**config.mk**
```make
export PLATFORM = sky130hd
export DESIGN_NAME = rnd_bank_sampler_flat
export DESIGN_NICKNAME = d
export VERILOG_FILES = /design/src/rtl/rnd_bank_sampler_if.sv /design/src/rtl/rnd_bank_sampler.sv /design/src/flat_wrapper.sv
export SDC_FILE = /design/constraint.sdc
export NUM_CORES = 1
export LEC_CHECK = 0
export CORE_UTILIZATION = 30
export DETAILED_ROUTE_END_ITERATION = 8
export DONT_BUFFER_PORTS = 1
export SETUP_SLACK_MARGIN = 0.3
export SYNTH_ARGS = -nofsm -noshare
export SYNTH_HDL_FRONTEND = slang
export SYNTH_SLANG_ARGS = --single-unit
```
**constraint.sdc**
```tcl
create_clock -name clk -period 4.5 [get_ports clk]
set_clock_uncertainty 0.15 [all_clocks]
set_input_delay 0.9 -clock clk [delete_from_list [all_inputs] [get_ports clk]]
set_output_delay 0.9 -clock clk [all_outputs]
set_load 0.05 [all_outputs]
```
**src/rtl/rnd_bank_sampler_if.sv**
```systemverilog
// rnd_bank_sampler_if
//   Groups the requester handshake and the generator-bank control lines of
//   rnd_bank_sampler into one bundle.
//   Requester side : req (in to controller), ack, rdata, busy (out)
//   Bank side      : bank_freeze, bank_addr (out), bank_data (in)
//   modport slave  : the controller's view
//   modport master : the view of the environment (requesters + bank)
interface rnd_bank_sampler_if #(
    parameter int ADDR_W = 6
) ();
    logic [1:0]        req;
    logic [1:0]        ack;
    logic [15:0]       rdata;
    logic              busy;
    logic              bank_freeze;
    logic [ADDR_W-1:0] bank_addr;
    logic [15:0]       bank_data;

    modport slave (
        input  req,
        input  bank_data,
        output ack,
        output rdata,
        output busy,
        output bank_freeze,
        output bank_addr
    );

    modport master (
        output req,
        output bank_data,
        input  ack,
        input  rdata,
        input  busy,
        input  bank_freeze,
        input  bank_addr
    );
endinterface

```
**src/rtl/rnd_bank_sampler.sv**
```systemverilog
// rnd_bank_sampler
//   Shares a bank of free-running random generators between two requesters.
//   A granted request freezes the bank, lets the gated outputs settle,
//   samples one entry, releases the bank, and repeats for MIX entries; the
//   XOR of the samples is returned with a one-cycle ack.
//   Ports:
//     clk  - rising-edge clock
//     rst  - asynchronous active-high reset
//     bus  - rnd_bank_sampler_if.slave (req/ack/rdata/busy, bank_freeze/
//            bank_addr/bank_data)
module rnd_bank_sampler #(
    parameter int RND_N  = 36,
    parameter int ADDR_W = $clog2(RND_N),
    parameter int SETTLE = 2,
    parameter int RUN    = 4,
    parameter int MIX    = 2
) (
    input  logic               clk,
    input  logic               rst,
    rnd_bank_sampler_if.slave  bus
);
    localparam int TMAX = (SETTLE > RUN) ? SETTLE : RUN;
    localparam int TW   = $clog2(TMAX + 1);
    localparam int CW   = $clog2(MIX + 1);

    localparam logic [ADDR_W-1:0] ADDR_LAST = ADDR_W'(RND_N - 1);
    localparam logic [TW-1:0]     SETTLE_LD = TW'(SETTLE - 1);
    localparam logic [TW-1:0]     RUN_LD    = TW'(RUN - 1);
    localparam logic [CW-1:0]     MIX_C     = CW'(MIX);

    typedef enum logic [2:0] {
        S_IDLE,
        S_FREEZE,
        S_SAMPLE,
        S_RELEASE,
        S_DONE
    } state_t;

    state_t            state_q, state_d;
    logic [TW-1:0]     timer_q, timer_d;
    logic [CW-1:0]     cnt_q, cnt_d;
    logic [15:0]       acc_q, acc_d;
    logic [ADDR_W-1:0] addr_q, addr_d;
    logic              gnt_q, gnt_d;
    logic              last_gnt_q, last_gnt_d;
    logic [1:0]        ack_q, ack_d;
    logic [15:0]       rdata_q, rdata_d;

    logic [15:0]       acc_new;
    logic [CW-1:0]     cnt_inc;

    always_ff @(posedge clk or posedge rst) begin
        if (rst) begin
            state_q    <= S_IDLE;
            timer_q    <= '0;
            cnt_q      <= '0;
            acc_q      <= '0;
            addr_q     <= '0;
            gnt_q      <= 1'b0;
            last_gnt_q <= 1'b1;   // requester 0 wins the first tie
            ack_q      <= '0;
            rdata_q    <= '0;
        end else begin
            state_q    <= state_d;
            timer_q    <= timer_d;
            cnt_q      <= cnt_d;
            acc_q      <= acc_d;
            addr_q     <= addr_d;
            gnt_q      <= gnt_d;
            last_gnt_q <= last_gnt_d;
            ack_q      <= ack_d;
            rdata_q    <= rdata_d;
        end
    end

    always_comb begin
        state_d    = state_q;
        timer_d    = timer_q;
        cnt_d      = cnt_q;
        acc_d      = acc_q;
        addr_d     = addr_q;
        gnt_d      = gnt_q;
        last_gnt_d = last_gnt_q;
        ack_d      = 2'b00;
        rdata_d    = rdata_q;
        acc_new    = acc_q ^ bus.bank_data;
        cnt_inc    = cnt_q + CW'(1);

        case (state_q)
            S_IDLE: begin
                if (bus.req != 2'b00) begin
                    // On a tie, the requester that did not win last time goes.
                    gnt_d   = (bus.req == 2'b11) ? ~last_gnt_q : bus.req[1];
                    acc_d   = '0;
                    cnt_d   = '0;
                    timer_d = SETTLE_LD;
                    state_d = S_FREEZE;
                end
            end
            S_FREEZE: begin
                if (timer_q == '0) begin
                    state_d = S_SAMPLE;
                end else begin
                    timer_d = timer_q - TW'(1);
                end
            end
            S_SAMPLE: begin
                acc_d  = acc_new;
                cnt_d  = cnt_inc;
                // Explicit compare so a non-power-of-2 bank wraps correctly.
                addr_d = (addr_q == ADDR_LAST) ? '0 : addr_q + ADDR_W'(1);
                if (cnt_inc == MIX_C) begin
                    // Register ack/rdata here so both appear in the DONE cycle.
                    ack_d[gnt_q] = 1'b1;
                    rdata_d      = acc_new;
                    state_d      = S_DONE;
                end else begin
                    timer_d = RUN_LD;
                    state_d = S_RELEASE;
                end
            end
            S_RELEASE: begin
                if (timer_q == '0) begin
                    timer_d = SETTLE_LD;
                    state_d = S_FREEZE;
                end else begin
                    timer_d = timer_q - TW'(1);
                end
            end
            S_DONE: begin
                last_gnt_d = gnt_q;
                state_d    = S_IDLE;
            end
            default: begin
                state_d = S_IDLE;
            end
        endcase
    end

    assign bus.ack         = ack_q;
    assign bus.rdata       = rdata_q;
    assign bus.busy        = (state_q != S_IDLE);
    assign bus.bank_freeze = (state_q == S_FREEZE) || (state_q == S_SAMPLE);
    assign bus.bank_addr   = addr_q;
endmodule

```
**src/flat_wrapper.sv**
```systemverilog
// flat-port wrapper written by rule: the top's interface ports become plain ports
module rnd_bank_sampler_flat 
#(
    parameter int RND_N  = 36,
    parameter int ADDR_W = $clog2(RND_N),
    parameter int SETTLE = 2,
    parameter int RUN    = 4,
    parameter int MIX    = 2
)
  (clk, rst, bus_req, bus_bank_data, bus_ack, bus_rdata, bus_busy, bus_bank_freeze, bus_bank_addr);
  rnd_bank_sampler_if #(.ADDR_W(ADDR_W)) bus_i ();
  input  logic clk;
  input  logic rst;
  input wire logic [$bits(bus_i.req)-1:0] bus_req;
  input wire logic [$bits(bus_i.bank_data)-1:0] bus_bank_data;
  output wire logic [$bits(bus_i.ack)-1:0] bus_ack;
  output wire logic [$bits(bus_i.rdata)-1:0] bus_rdata;
  output wire logic [$bits(bus_i.busy)-1:0] bus_busy;
  output wire logic [$bits(bus_i.bank_freeze)-1:0] bus_bank_freeze;
  output wire logic [$bits(bus_i.bank_addr)-1:0] bus_bank_addr;
  assign bus_i.req = bus_req;
  assign bus_i.bank_data = bus_bank_data;
  assign bus_ack = bus_i.ack;
  assign bus_rdata = bus_i.rdata;
  assign bus_busy = bus_i.busy;
  assign bus_bank_freeze = bus_i.bank_freeze;
  assign bus_bank_addr = bus_i.bank_addr;
  rnd_bank_sampler #(.RND_N(RND_N), .ADDR_W(ADDR_W), .SETTLE(SETTLE), .RUN(RUN), .MIX(MIX)) u_core (.clk(clk), .rst(rst), .bus(bus_i));
endmodule
```
==> flow_summary_export.csv, run 1 <==
group,metric,value,unit
cts,clkTransAtPathRegs,0.09,ns
pwr,p_leak,1.029,nW
placement,place.port_buffers,0,
pwr,p_comb_frac,0.276,
cts,cts_root_buf,"clkbuf_8",
routing,drt_pass1_iterations,4,
routing,num_vias,1616,
synth,yosysTopAreaCellShare,0.5169,
synth,synth.distinct_cells,36,
synth,async_flop_share,1.000,
pwr,powerDensity,742.8,mW/mm^2
floorplan,dieArea,0.008267,mm^2
synth,syn_area_per_cell,10.23,um^2
cts,clockBufferDepth,2,
flow_run,drv_cap,0,
sta,slew-limit-headroom,0.2972,
global_route,antenna_found_initial,0,
pwr,p_int,0.0009572,W
synth,ys_ff_latch,50,
worst_setup_path,end_kind,"output pin",
pwr,swShare,0.4861,
min_path,min_path_type,"reg -> reg",
sta,finalHoldViolations,0,
placement,place.gp.congestion,0.7128,
routing,viasPerCell,4.897,
synth,synth_edf_count,0,
final_layout,area_growth,5.696,%
routing,routed_wl,4.648,mm
synth,synth_warnings,0,
worst_setup_path,crit_fanout,12,
cts,htreeDepth,2,
outcome,status,"completed",
sta,worst_slew_pin_slew,1.053,ns
worst_setup_path,cp_data_required_time,3.45,ns
floorplan,fp.coreArea,0.007687,mm^2
sta,setup_viol,0,
cts,insertion_delay,0.30,ns
global_route,overflow,0,
cts,cts_resized,0,
placement,dp_hpwl,3.039,mm
floorplan,die_h,90.93,um
global_route,grt_pass1_wl,8.024,mm
worst_setup_path,cp_cell_sequence,"xnor2_1 > nor2_1",
worst_setup_path,max_stage_delay,0.68,ns
sta,period_share,0.6231,
worst_setup_path,cp.arrival,1.75,ns
cts,cts_made_buffers,5,
synth,synth_largest_area_cell,"dfrtp_1",
synth,syn-instance-count,232,
routing,drt_iter0_markers,56,
pwr,pwr-share-clk,0.146,
sta,tns,0,ns
synth,synth_fp_nets,256,
cts,cts_num_sinks,50,
pwr,p_sw,0.0009053,W
pwr,pwr-share-seq,0.578,
synth,ys.flop_type,"dfrtp_1",
cts,cts_setup_buffers,0,
global_route,groute.usage.overall,0.1232,
sta,fin_crit,2.804,ns
floorplan,fp.dieW,90.93,um
synth,synth_area,0.002372,mm^2
routing,drc_errors,0,
final_layout,drive_above_1_share,0.07456,
global_route,grt_pass1_vias,1652,
worst_setup_path,worstSetupPathType,"reg -> out",
pwr,peakVddDrop,0.2469,mV
worst_setup_path,worstSetupStartpointType,"flop",
floorplan,rows,32,
routing,wl_per_cell,14.08,um
cts,hold_buffers,0,
global_route,grt_max_degree,51,
pwr,p_total,0.001863,W
floorplan,initial_core_util,0.3086,
sta,slew_violations,0,
final_layout,num_antenna_cells,0,
synth,synth_area_leaders,"dfrtp_1 52%, nand2b_1 6.1%, o21ai_0 4.2%",
final_layout,num-nets-final,251,
routing,ant_nets,0,
floorplan,io_pins,46,
cts,tritoncts,"built",
synth,ys_seq_area_frac,0.5280,
sta,rsz0062_at_grt,"no",
worst_setup_path,critPathSlowestCell,"nor2_1",
sta,max_freq,356.6,MHz
==> logic make-up (layout without fill, tap and decap cells) <==
logic type               count (synthesis)  after routing  share of synthesized area
AO/OA/AOI/OAI                           63             63                     0.1709
flip-flops                              50             50                     0.5280
multiplexers                             2              2                   0.008966
buffers and inverters                   17             13                    0.04325
AND/OR/NAND/NOR                         87             87                     0.1946
XOR/XNOR                                 9              9                    0.03323
adder cells (fa/ha/maj)                  4              4                    0.02110
==> cells in the final DEF, fill, tap and decap left out <==
| cell | netlist | final |
|---|---|---|
| a21o_1 | 5 | 5 |
| a21oi_1 | 8 | 8 |
| a221oi_1 | 1 | 1 |
| a31o_2 | 2 | 2 |
| a31oi_1 | 12 | 12 |
| a32o_1 | 1 | 1 |
| and2_1 | 1 | 1 |
| and4bb_2 | 1 | 1 |
| clkbuf_1 | 0 | 1 |
| clkbuf_8 | 0 | 6 |
| clkinv_2 | 0 | 1 |
| dfrtp_1 | 49 | 49 |
| dfstp_2 | 1 | 1 |
| ha_1 | 4 | 4 |
| inv_1 | 5 | 4 |
| inv_2 | 0 | 1 |
| mux2_2 | 1 | 1 |
| mux2i_1 | 1 | 1 |
| nand2_1 | 20 | 20 |
| nand2_2 | 1 | 1 |
| nand2b_1 | 23 | 23 |
| nand3_1 | 2 | 2 |
| nand3b_1 | 1 | 1 |
| nand4_1 | 2 | 2 |
| nor2_1 | 24 | 24 |
| nor2_2 | 1 | 1 |
| nor2b_1 | 2 | 2 |
| nor3_1 | 4 | 4 |
| nor3_4 | 1 | 1 |
| nor3b_1 | 2 | 2 |
| nor3b_4 | 1 | 1 |
| nor4b_1 | 1 | 1 |
| o21ai_0 | 20 | 20 |
| o22ai_1 | 2 | 2 |
| o2bb2ai_1 | 11 | 11 |
| o31ai_1 | 1 | 1 |
| xnor2_1 | 9 | 9 |
==> power groups by stage <==
stage          logic (W)  registers [W]  clock network (W)
5_1_grt         0.000593        0.00111           0.000301
4_1_cts         0.000527        0.00108           0.000283
3_3_place_gp    0.000507        0.00108                  0
3_5_place_dp    0.000525        0.00109                  0
6_report        0.000515        0.00108           0.000272
2_1_floorplan   0.000497        0.00103                  0
==> critical path, delay by kind of cell (launching register included) <==
family,cells,cell delay (ns)
AND/OR/NAND/NOR,1,0.68
flip-flops,1,0.65
XOR/XNOR,1,0.13
==> synth_stat cells, types with 2 or more instances <==
cell type / instances
xnor2_1: 9
a31oi_1: 12
nor2b_1: 2
a31o_2: 2
nand2b_1: 23
dfrtp_1: 49
nor3b_1: 2
nand2_1: 20
nor2_1: 24
o22ai_1: 2
buf_6: 3
a21oi_1: 8
nand3_1: 2
buf_4: 2
inv_1: 5
buf_2: 7
ha_1: 4
nand4_1: 2
o21ai_0: 20
nor3_1: 4
o2bb2ai_1: 11
a21o_1: 5
==> per-layer routing <==
layer	global-route usage	part of all wire	up-vias
met3	0.03620	0.049	5
li1	-	-	796
met4	0.03968	0.0095	0
met5	0	0	-
met2	0.2090	0.48	32
met1	0.1497	0.46	783
==> final cells by class <==
cell class / instances / area [um^2]
tap: 102 / 127.6
sequential: 50 / 1252
clock buffer: 7 / 86.33
clock inverter: 1 / 5.005
fill: 832 / 5180
multi-input combinational: 165 / 1017
inverter: 5 / 18.77
==> registers in the layout, summed over array words and instances (netlist names) <==
register,count
u_core.gnt_q,1
u_core.timer_q,3
u_core.last_gnt_q,1
u_core.bus.ack,2
u_core.state_q,3
u_core.cnt_q,2
u_core.bus.rdata,16
u_core.bus.bank_addr,6
u_core.acc_q,16
==> path summary, 6_finish.rpt <==
kind	startpoint	to	cells past startpoint	slack, ns
max reg2reg	u_core.state_q[1]	u_core.acc_q[9]	4	2.49
min reg2reg	u_core.gnt_q	u_core.bus.ack[0]	1	0.33
max	u_core.state_q[0]	bus_bank_freeze	2	1.70
min	u_core.gnt_q	u_core.bus.ack[0]	1	0.33
max in group asynchronous	rst	u_core.bus.rdata[13]	1	2.98
min in group asynchronous	rst	u_core.bus.rdata[3]	1	0.59
==> stage by stage <==
stage                     utilization  setup slack (ns)  instances  cell area, um^2  hold WS, ns
after floorplan                     -             2.134        232             2372       0.2826
after global placement         0.3143             2.041        322             2416       0.3158
after detailed placement       0.3143             2.014        322             2416       0.3256
after CTS                      0.3262             1.677        330             2507       0.3329
after global routing           0.3262             1.607        330             2507       0.3498
final                          0.3262             1.696        330             2507       0.3257
No activity file was read; power rests on OpenSTA's default activity.
==> run 2, diff against run 1 <==
- clock period: 4.5 -> 2.6 ns (I/O delays scaled with it)
==> run 2 against run 1 <==
Net effect:
- the run now ends with negative hold slack left
- power rose by 75%
- die area did not move
- largest power group unchanged
- global-route usage rose by 0.39 points
- wire length rose by 0.47%
- largest cell class unchanged
- highest routed layer unchanged
==> flow_summary_export.csv, run 2 (same netlist as run 1, synthesis figures left out) <==
group,metric,value,unit
floorplan,fp.dieW,90.93,um
routing,drt_pass1_iterations,4,
worst_setup_path,critical_path.top_delay_family,"flip-flops",
routing,drc_errors,0,
worst_setup_path,worstSetupPathType,"reg -> out",
outcome,status,"finished with violations",
min_path,min_path_type,"in -> async",
final_layout,fin_util,0.3317,
cts,cts_made_buffers,5,
pwr,peakVddDrop,0.4402,mV
pwr,powerDensity,1280,mW/mm^2
global_route,antenna_found_initial,0,
sta,tns,0,ns
pwr,p_sw,0.001575,W
worst_setup_path,cp_data_required_time,1.93,ns
routing,ant_nets,0,
global_route,grt_pass1_vias,1724,
pwr,pwr-share-clk,0.144,
pwr,p_leak,1.055,nW
global_route,grt_max_degree,33,
cts,insertion_delay,0.30,ns
cts,hold_buffers,0,
placement,place.port_buffers,0,
worst_setup_path,cp.arrival,1.43,ns
sta,finalHoldViolations,1,
routing,num_vias,1647,
placement,place.gp.congestion,0.7724,
worst_setup_path,worst-r2r-cell-count,4,
worst_setup_path,cp_cell_sequence,"nor3_2 > inv_1",
worst_setup_path,crit_fanout,12,
final_layout,final_cell_mix,"49 x dfrtp_1, 24 x nor2_1, 23 x nand2b_1",
pwr,p_total,0.003263,W
sta,whs,-0.0001764,ns
cts,cts_setup_buffers,0,
worst_setup_path,max_stage_delay,0.67,ns
final_layout,drive_above_1_share,0.09871,
sta,rsz0062_at_grt,"no",
routing,routed_wl,4.670,mm
placement,place_area,0.002454,mm^2
final_layout,final_cells,335,
routing,wl_per_cell,13.94,um
cts,tritoncts,"built",
sta,worst_slew_pin_slew,0.5917,ns
global_route,overflow,0,
floorplan,fp.coreArea,0.007687,mm^2
sta,setup_viol,0,
floorplan,rows,32,
sta,max_freq,476.7,MHz
sta,slew-limit-headroom,0.6041,
pwr,p_comb_frac,0.284,
cts,clockBufferDepth,2,
pwr,pwr-share-seq,0.573,
cts,clkTransAtPathRegs,0.09,ns
routing,viasPerCell,4.916,
final_layout,area_growth,7.490,%
global_route,grt_pass1_wl,8.349,mm
cts,cts_root_buf,"clkbuf_8",
sta,fin_crit,2.098,ns
worst_setup_path,worstSetupStartpointType,"flop",
final_layout,num_antenna_cells,0,
floorplan,dieArea,0.008267,mm^2
floorplan,initial_core_util,0.3086,
worst_setup_path,critPathSlowestCell,"dfrtp_1",
worst_setup_path,critPathBufInv,1,
global_route,groute.usage.overall,0.1271,
routing,drt_iter0_markers,68,
placement,dp_hpwl,3.192,mm
placement,dp.cells,327,
floorplan,io_pins,46,
cts,htreeDepth,2,
floorplan,die_h,90.93,um
outcome,violations,"negative hold slack",
sta,period_share,0.8069,
worst_setup_path,end_kind,"output pin",
final_layout,final_common_cell,"dfrtp_1",
pwr,swShare,0.4828,
final_layout,final_area,0.002550,mm^2
worst_setup_path,worstSetupPathDepth,2,
pwr,p_int,0.001688,W
final_layout,nFillCells,813,
flow_run,drv_cap,0,
final_layout,num-nets-final,256,
cts,cts_num_sinks,50,
sta,slew_violations,0,
==> run 2: changes by cell type in the layout (fill, tap and decap cells not counted), sizes merged <==
| cell | delta |
|---|---|
| buf | +5 |
==> run 2: metal layers <==
layer / routed length [um] / GRT usage
met5: 0 / 0
met4: 64 / 0.03968
met3: 221 / 0.03451
met2: 2176 / 0.2033
met1: 2207 / 0.1671
==> run 2: layout make-up <==
class / instances / area, um^2 / area share
Sequential cell: 50 / 1252 / 0.4912
Multi-Input combinational cell: 165 / 1022 / 0.4009
Tap cell: 102 / 127.6 / 0.05005
Clock buffer: 7 / 86.33 / 0.03386
Timing Repair Buffer: 5 / 37.54 / 0.01472
Inverter: 5 / 18.77 / 0.007360
Clock inverter: 1 / 5.005 / 0.001963
==> run 2: per-stage QoR <==
stage	setup slack, ns	hold slack [ns]
final	0.5021	-0.0001764
after detailed placement	0.7188	0.3273
after floorplan	0.6140	0.2826
after global routing	0.3989	0.04348
after CTS	0.3700	0.01932
after global placement	0.7807	0.3202
==> run 2: power by group through the flow <==
stage	logic (W)	clock network [W]	registers, W
floorplan	0.000860	0	0.00178
global placement	0.000910	0	0.00188
detailed placement	0.000939	0	0.00189
CTS	0.000939	0.000493	0.00188
global route	0.00107	0.000523	0.00193
finish	0.000926	0.000468	0.00187
==> run 2: worst paths after layout <==
check                                       start                 to  slack (ns)
worst min-delay path                          rst  u_core.timer_q[0]     -0.0002
max in group asynchronous                     rst    u_core.acc_q[7]        1.66
worst max register to register  u_core.state_q[0]  u_core.timer_q[1]        0.75
worst max-delay path            u_core.state_q[0]           bus_busy        0.50
worst min register to register       u_core.gnt_q  u_core.bus.ack[0]        0.32
min in group clk                 bus_bank_data[1]    u_core.acc_q[1]        0.24
==> run 2: what timing repair did <==
item	in CTS	in global routing
endpoints found under the setup margin	0	1
gates resized for setup	0	1
hold endpoints to repair	0	0
==> run 3, diff against run 2 <==
- clock period: 2.6 -> 1.8 ns (I/O delays scaled with it)
==> run 3 against run 2 <==
Net effect:
- sequential power grew 39%
- sequential share of layout area fell by 15 points
- setup slack worse by 0.50 ns
- the run now ends clean
- first-iteration DRC count grew 110%
- largest power group is now combinational logic
- critical endpoint is now bus_bank_freeze
==> flow_summary_export.csv, run 3 (same netlist as run 1, synthesis figures left out) <==
group,metric,value,unit
final_layout,num_antenna_cells,0,
worst_setup_path,cp_cell_sequence,"buf_6 > xnor2_2 > nor2_2 > buf_12",
floorplan,dieArea,0.008267,mm^2
final_layout,num-nets-final,306,
placement,dp_hpwl,3.384,mm
routing,wl_per_cell,17.48,um
worst_setup_path,end_kind,"output pin",
routing,ant_nets,0,
global_route,overflow,0,
floorplan,io_pins,46,
global_route,antenna_found_initial,0,
global_route,grt_pass1_wl,10.27,mm
sta,setup_viol,0,
worst_setup_path,reg2reg_to,"u_core.bus.ack[1]",
outcome,status,"completed",
sta,finalHoldViolations,0,
worst_setup_path,max_stage_delay,0.45,ns
worst_setup_path,critPathSlowestCell,"dfrtp_2",
worst_setup_path,critPathBufInv,2,
routing,num_vias,1932,
floorplan,fp.coreArea,0.007687,mm^2
worst_setup_path,r2r_slack,0.04,ns
cts,cts_root_buf,"clkbuf_8",
routing,drt_iter0_markers,143,
sta,worst_slew_pin_slew,0.5312,ns
routing,viasPerCell,5.018,
floorplan,die_h,90.93,um
worst_setup_path,cp_data_required_time,1.29,ns
cts,clkTransAtPathRegs,0.10,ns
routing,drc_errors,0,
sta,whs,0.06720,ns
routing,drt_pass1_iterations,4,
global_route,grt_pass1_vias,1965,
cts,cts_num_sinks,50,
worst_setup_path,worstSetupStartpointType,"flop",
sta,period_share,0.9993,
sta,slew-limit-headroom,0.6459,
flow_run,drv_cap,0,
pwr,peakVddDrop,0.7759,mV
pwr,powerDensity,1808,mW/mm^2
floorplan,fp.dieW,90.93,um
min_path,whs_path_depth,2,
worst_setup_path,crit_start,"u_core.state_q[0]",
worst_setup_path,critical_path.top_delay_family,"flip-flops",
final_layout,final_cells,385,
pwr,p_leak,1.489,nW
sta,slew_violations,0,
global_route,groute.usage.overall,0.1620,
final_layout,area_growth,55.80,%
routing,routed_wl,6.728,mm
sta,rsz0062_at_grt,"yes",
final_layout,fin_util,0.4808,
final_layout,drive_above_1_share,0.5477,
min_path,min_from,"bus_bank_data[15]",
final_layout,final_cell_mix,"32 x dfrtp_1, 22 x nand2b_1, 22 x buf_4",
min_path,min_path_type,"in -> reg",
floorplan,initial_core_util,0.3086,
min_path,hold_end,"u_core.bus.rdata[15]",
cts,tritoncts,"built",
global_route,grt_max_degree,27,
worst_setup_path,worstSetupPathType,"reg -> out",
worst_setup_path,worst-r2r-cell-count,7,
cts,cts_made_buffers,5,
sta,max_freq,555.9,MHz
final_layout,final_common_cell,"dfrtp_1",
cts,htreeDepth,2,
floorplan,rows,32,
cts,insertion_delay,0.31,ns
worst_setup_path,timing.rr.start,"u_core.state_q[1]",
sta,fin_crit,1.799,ns
placement,place.gp.congestion,0.7857,
placement,dp.cells,338,
placement,place.port_buffers,0,
worst_setup_path,crit_fanout,3,
cts,clockBufferDepth,2,
worst_setup_path,cp.arrival,1.29,ns
==> run 3: routing by layer <==
metal  up-vias  part of all wire  GRT usage
met5         -                 0          0
met1       962              0.44     0.2022
li1        919                 -          -
met4         0             0.016    0.04762
met2        41              0.50     0.2753
met3        10             0.043    0.04125
==> run 3: worst max-delay path by stage <==
stage,slack [ns],end,depth (start not counted)
6_report,0.001,bus_bank_freeze,4
5_1_grt,-0.06,bus_bank_freeze,4
4_1_cts,-0.02,bus_bank_freeze,4
3_5_place_dp,0.01,u_core.acc_q[12],3
3_3_place_gp,0.07,u_core.acc_q[12],3
2_1_floorplan,0.19,bus_bank_freeze,3
==> run 3: final cells by class <==
cell class	count	area (um^2)
Clock buffer	5	68.82
Clock inverter	3	45.04
Fill cell	682	3991
Inverter	5	25.02
Multi-Input combinational cell	165	1415
Sequential cell	50	1274
Tap cell	102	127.6
Timing Repair Buffer	55	740.7
==> run 3: power breakdown <==
group | switching [W] | internal (W) | leakage (nW) | total [W]
logic | 0.00156 | 0.00170 | 0.841 | 0.00327
clock network | 0.000404 | 0.000414 | 0.0504 | 0.000818
registers | 0.00102 | 0.00157 | 0.597 | 0.00260
total | 0.00299 | 0.00369 | 1.49 | 0.00668
==> run 3: repair_timing <==
item / 4_1_cts / 5_1_grt
resized for setup: 63 / 86
hold buffers: 1 / 0
cloned: 6 / 4
pin swaps: 10 / 25
setup endpoints to repair: 47 / 62
buffers inserted: 18 / 10
hold endpoints to repair: 50 / 0
==> run 3: through the flow <==
| step | power [W] | setup TNS, ns | worst slack [ns] | area, um^2 |
|---|---|---|---|---|
| global placement | 0.004259 | 0 | 0.06934 | 2595 |
| CTS | 0.005887 | -0.04723 | -0.02039 | 3211 |
| global route | 0.007040 | -0.1384 | -0.06185 | 3696 |
| floorplan | 0.003822 | 0 | 0.1925 | 2384 |
| detailed placement | 0.004320 | 0 | 0.01306 | 2595 |
| finish | 0.006683 | 0 | 0.001192 | 3696 |
